### src/rtl/load_mode_sel.sv
// Tape-loader mode selector: debounced F11 toggle cycles the load mode, deferred until the
// reader is idle, then a FIFO clear pulse. Optional direct select under LOAD_MODE_DIRECT_SEL_EN.
module load_mode_sel #(
    parameter int          NUM_MODES     = 4,
    parameter int          SYNC_STAGES   = 2,
    parameter int          DEBOUNCE_CYC  = 16,
    parameter int          CLR_PULSE_LEN = 4,
    parameter logic [15:0] TURBO_MASK    = 16'h000A,
    parameter int          RESET_MODE    = 0,
    localparam int         MODE_W        = $clog2(NUM_MODES)
) (
    input  logic              i_clock,
    input  logic              i_reset_n,
    input  logic              i_load_mode_tgl,
    input  logic              i_tape_busy,
    input  logic              i_sel_valid,
    input  logic [MODE_W-1:0] i_sel_id,
    output logic              o_clear_fifo,
    output logic              o_load_turbo,
    output logic [MODE_W-1:0] o_load_mode_id,
    output logic              o_busy
);

    localparam int CNT_MAX = (DEBOUNCE_CYC > CLR_PULSE_LEN) ? DEBOUNCE_CYC : CLR_PULSE_LEN;
    localparam int CNT_W   = $clog2(CNT_MAX + 1);

    typedef enum logic [2:0] {IDLE, DEBOUNCE, WAIT_IDLE, APPLY, CLEAR} state_t;

    state_t                 state;
    logic [SYNC_STAGES-1:0] sync_q;
    logic                   tgl_s_d1;
    logic [CNT_W-1:0]       cnt;
    logic [MODE_W-1:0]      target;
    logic                   tgl_s;
    logic                   rise;
    logic                   sel_ok;

    assign tgl_s  = sync_q[SYNC_STAGES-1];
    assign rise   = tgl_s & ~tgl_s_d1;
    assign o_busy = (state != IDLE);

`ifdef LOAD_MODE_DIRECT_SEL_EN
    assign sel_ok = i_sel_valid && (32'(i_sel_id) < NUM_MODES) && (i_sel_id != o_load_mode_id);
`else
    assign sel_ok = 1'b0;
`endif

    always_ff @(posedge i_clock or negedge i_reset_n) begin
        if (!i_reset_n) begin
            sync_q         <= '0;
            tgl_s_d1       <= 1'b0;
            state          <= IDLE;
            cnt            <= '0;
            target         <= MODE_W'(RESET_MODE);
            o_load_mode_id <= MODE_W'(RESET_MODE);
            o_load_turbo   <= TURBO_MASK[RESET_MODE];
            o_clear_fifo   <= 1'b0;
        end else begin
            sync_q   <= {sync_q[SYNC_STAGES-2:0], i_load_mode_tgl};
            tgl_s_d1 <= tgl_s;
            case (state)
                IDLE: begin
                    o_clear_fifo <= 1'b0;
                    // Direct select has priority; a same-clock rise is dropped.
                    if (sel_ok) begin
                        target <= i_sel_id;
                        state  <= WAIT_IDLE;
                    end else if (rise) begin
                        cnt   <= '0;
                        state <= DEBOUNCE;
                    end
                end
                DEBOUNCE: begin
                    if (!tgl_s) begin
                        state <= IDLE;
                    end else if (cnt == CNT_W'(DEBOUNCE_CYC - 1)) begin
                        target <= (o_load_mode_id == MODE_W'(NUM_MODES - 1)) ? '0
                                  : o_load_mode_id + MODE_W'(1);
                        state  <= WAIT_IDLE;
                    end else begin
                        cnt <= cnt + CNT_W'(1);
                    end
                end
                WAIT_IDLE: begin
                    if (!i_tape_busy) state <= APPLY;
                end
                APPLY: begin
                    o_load_mode_id <= target;
                    o_load_turbo   <= TURBO_MASK[target];
                    cnt            <= '0;
                    state          <= CLEAR;
                end
                CLEAR: begin
                    // Pulse starts the clock after the mode update and lasts CLR_PULSE_LEN clocks.
                    if (cnt == CNT_W'(CLR_PULSE_LEN)) begin
                        o_clear_fifo <= 1'b0;
                        state        <= IDLE;
                    end else begin
                        o_clear_fifo <= 1'b1;
                        cnt          <= cnt + CNT_W'(1);
                    end
                end
                default: state <= IDLE;
            endcase
        end
    end

endmodule

### config.mk
export PLATFORM = sky130hd
export DESIGN_NAME = load_mode_sel
export DESIGN_NICKNAME = d
export VERILOG_FILES = /design/src/rtl/load_mode_sel.sv
export SDC_FILE = /design/constraint.sdc
export NUM_CORES = 1
export LEC_CHECK = 0
export BUFFER_PORTS_ARGS = -buffer_cell sky130_fd_sc_hd__buf_2
export CAP_MARGIN = 10
export CORE_MARGIN = 4
export CORE_UTILIZATION = 39
export CTS_BUF_LIST = sky130_fd_sc_hd__clkbuf_2 sky130_fd_sc_hd__clkbuf_4 sky130_fd_sc_hd__clkbuf_8
export DETAILED_ROUTE_END_ITERATION = 10
export GPL_TIMING_DRIVEN = 0
export PLACE_DENSITY = 0.64
export SLEW_MARGIN = 5
export SYNTH_ARGS = -nofsm -noshare
export SYNTH_HDL_FRONTEND = slang
export SYNTH_SLANG_ARGS = --single-unit
### constraint.sdc
create_clock -name i_clock -period 6.2 [get_ports i_clock]
set_clock_uncertainty 0.2 [all_clocks]
set_input_delay 1.24 -clock i_clock [delete_from_list [all_inputs] [get_ports i_clock]]
set_output_delay 1.24 -clock i_clock [all_outputs]
set_load 0.01 [all_outputs]
==> impl_metrics.yaml <==
detailed_routing:
  drt_first_iter_violations: 4
  drt_drc_violations_left: 0
  firstDrtPassIters: 4
  vias_per_cell: 4.99
  totalWireLength_mm: 1.34
  drt-wirelength-per-cell_um: 12.0
  postRouteAntennaNets: 0
  route.vias.total: 559
floorplan:
  placement_rows: 16
  top_level_ports: 12
  coreArea_sq_um: 2020
  die_h_um: 54.7
  initial_utilization: 0.421
  die_area_sq_um: 3000
  floorplan.die.width_um: 54.7
final_layout:
  nNetsFinal: 98
  finalNonFillerCells: 112
  layout.cell_area.non_filler_sq_um: 948
  layout-area-overhead-vs-synth_pct: 11.3
  antenna_cells: 0
  layout-drive-gt1-share: 0.294
sta:
  setup_total_negative_slack_ns: 0
  rsz_0062_raised_after_global_routing: "false"
  hold_vio_cnt_final: 0
  setup_viol: 0
  min_period_over_period: 0.475
  finalWorstPathRequiredPeriod_ns: 2.95
  slew-limit-headroom: 0.767
  fmax_mhz: 339
  timing_max_transition_violations_final: 0
  finalHoldWorstSlack_ns: 0.158
  worstMarginPinSlew_ns: 0.349
grt:
  maximum_number_of_pins_on_one_net_before_global_route_repair: 17
  grt_overflow: 0
  antenna_found_initial: 0
  grtUsageTotal: 0.125
  grt_first_pass_wirelength_mm: 2.53
  grt_pass1_vias: 558
setup_path:
  cp_common_cell: "sky130_fd_sc_hd__buf_2"
  cp.required_ns: 4.76
  critical_path.n_buffers_inverters: 2
  start_kind: "register"
  worst_path_max_delay_cell: "sky130_fd_sc_hd__or3_2"
  critical_path.top_delay_family: "simple AND/OR/NAND/NOR gates"
  path_cells: "buf_2, or3_2, buf_2"
  worst_setup_path_type: "reg -> out"
  timing.critical_path.arrival_ns: 1.51
  endpoint_kind: "output port"
  crit_path_max_fanout: 10
  critPathMaxStageDelay_ns: 0.47
placed_design:
  port_buffers: 8
  placed_cell_area_sq_um: 926
  post-place-cells: 109
  place_congestion: 0.754
  hpwlAfterDp_um: 979
yosys:
  synth_area_leader_cell: "sky130_fd_sc_hd__dfrtp_1"
  synth_nets: 85
  synth-main-ff-cell: "sky130_fd_sc_hd__dfrtp_1"
  synth-edff-count: 0
  async_reset_ff_frac: 1.00
  total_standard_cell_area_after_synthesis_sq_um: 852
  synth.yosys.warnings: 0
  yosys-top-cells-count: "16 x sky130_fd_sc_hd__dfrtp_1, 8 x sky130_fd_sc_hd__nand2_1, 4 x sky130_fd_sc_hd__ha_1"
  post_synth.cell_area_avg_sq_um: 11.5
  synth.top_cells.by_area: "sky130_fd_sc_hd__dfrtp_1 47%, sky130_fd_sc_hd__ha_1 5.9%, sky130_fd_sc_hd__mux2_2 4.0%, sky130_fd_sc_hd__mux2i_1 3.5%, sky130_fd_sc_hd__nand2_1 3.5%"
  synth.top_cell.area_share: 0.470
  synth_seq_area_share: 0.470
  synthCells: 74
  synthDistinctLibCells: 31
  yosys.cell_count.top_type: "sky130_fd_sc_hd__dfrtp_1"
  flip_flop_and_latch_count_after_synthesis: 16
pwr:
  power-per-cell-area_nw_per_um2: 215
  leakagePower_nw: 0.472
  p_total_mw: 0.204
  worst_ir_drop_vdd_mv: 0.108
clock_network:
  tritoncts_clock_tree: "built"
  post-cts-setup-buffer-count: 0
  cts_inserted_buffers: 3
  worst_skew_pair_latency_ns: 0.28
  clock_path_buffers: 2
  cts.clk_slew.worst_paths_ns: 0.08
  cts_sinks: 16
  htree_num_levels: 1
  cells_resized_by_post_cts_repair: 0
  cts_root_buf: "sky130_fd_sc_hd__clkbuf_4"
  cts-hold-fix-buffers: 0
worst_hold_path:
  worst_hold_path_type: "reg -> reg"
job:
  max-cap-violations: 0
run_status:
  run_status: "completed"
==> cell type report <==
cell class	instances	area, sq um
inverters	3	11.3
flip-flops and latches	16	400
well taps	27	33.8
repair buffers	8	40.0
clock buffers	3	22.5
plain buffers	5	42.5
fillers	192	1070
multi-input cells	50	398
==> kinds of logic after synthesis <==
group	synth area share
adders and majority gates	0.0587
xor gates and xnor gates	0.0103
muxes	0.0881
AOI/OAI and AO/OA	0.0764
buffers and inverters	0.0631
and+or+nand+nor	0.233
DFF	0.470
==> power breakdown <==
group | internal, mW | switching (mW)
Sequential | 0.112 | 0.00741
Clock | 0.0225 | 0.0299
Combinational | 0.0178 | 0.0145
Total | 0.152 | 0.0518
==> registers in the layout, summed over array words and instances (netlist names) <==
| name | flops |
|---|---|
| cnt | 5 |
| tgl_s_d1 | 1 |
| o_clear_fifo | 1 |
| o_load_mode_id | 2 |
| target | 2 |
| sync_q | 2 |
| state | 3 |
==> layer usage <==
| layer | up-vias | track usage | share of wire | wire length [um] |
|---|---|---|---|---|
| li1 | 278 | - | - | - |
| met3 | 4 | 0.0327 | 0.037 | 50 |
| met2 | 10 | 0.167 | 0.45 | 596 |
| met4 | 0 | 0.0996 | 0.031 | 42 |
| met1 | 267 | 0.167 | 0.49 | 650 |
| met5 | - | 0 | 0 | 0 |
==> per-stage QoR <==
step	setup slack (ns)	util
3_3_place_gp	3.57	0.458
2_1_floorplan	3.69	-
4_1_cts	3.24	0.469
6_report	3.25	0.469
3_5_place_dp	3.56	0.458
5_1_grt	3.19	0.469
==> cell usage in the layout, fill, tap and decap left out <==
master,synthesis,routed
sky130_fd_sc_hd__dfrtp_1,16,16
sky130_fd_sc_hd__mux2_2,3,3
sky130_fd_sc_hd__and3_4,1,1
sky130_fd_sc_hd__mux2i_1,3,3
sky130_fd_sc_hd__nor2_4,1,1
sky130_fd_sc_hd__nor4bb_4,1,1
sky130_fd_sc_hd__o21ai_2,1,1
sky130_fd_sc_hd__o2bb2ai_1,1,1
sky130_fd_sc_hd__nand3_2,1,1
sky130_fd_sc_hd__nand4bb_1,2,2
sky130_fd_sc_hd__nor2_1,3,3
sky130_fd_sc_hd__a221o_1,1,1
sky130_fd_sc_hd__buf_6,2,2
sky130_fd_sc_hd__and3_1,1,1
sky130_fd_sc_hd__buf_2,1,9
sky130_fd_sc_hd__a21oi_1,2,2
sky130_fd_sc_hd__buf_4,2,2
sky130_fd_sc_hd__nand2_1,8,8
sky130_fd_sc_hd__nor2b_1,3,3
sky130_fd_sc_hd__o21ai_0,2,2
sky130_fd_sc_hd__xnor2_1,1,1
sky130_fd_sc_hd__nand3_1,1,1
sky130_fd_sc_hd__nand2b_1,3,3
sky130_fd_sc_hd__nand3b_1,2,2
sky130_fd_sc_hd__or3_1,1,1
sky130_fd_sc_hd__inv_1,3,3
sky130_fd_sc_hd__or3_2,1,1
sky130_fd_sc_hd__o31ai_1,1,1
sky130_fd_sc_hd__clkbuf_4,0,3
sky130_fd_sc_hd__a32o_1,1,1
sky130_fd_sc_hd__mux2_1,1,1
sky130_fd_sc_hd__ha_1,4,4
==> final timing paths <==
kind | start | to | slack (ns) | cells past startpoint
max in group asynchronous | i_reset_n | cnt[2]$_DFFE_PN0P_ | 4.89 | 1
worst max register to register | cnt[0]$_DFFE_PN0P_ | cnt[2]$_DFFE_PN0P_ | 4.08 | 8
worst min-delay path | sync_q[0]$_DFF_PN0_ | sync_q[1]$_DFF_PN0_ | 0.16 | 0
min in group asynchronous | i_reset_n | o_load_mode_id[0]$_DFFE_PN0P_ | 0.65 | 1
worst min register to register | sync_q[0]$_DFF_PN0_ | sync_q[1]$_DFF_PN0_ | 0.16 | 0
worst max-delay path | state[1]$_DFFE_PN0P_ | o_busy | 3.25 | 3
Note: power is estimated with default switching activity, not from simulation.
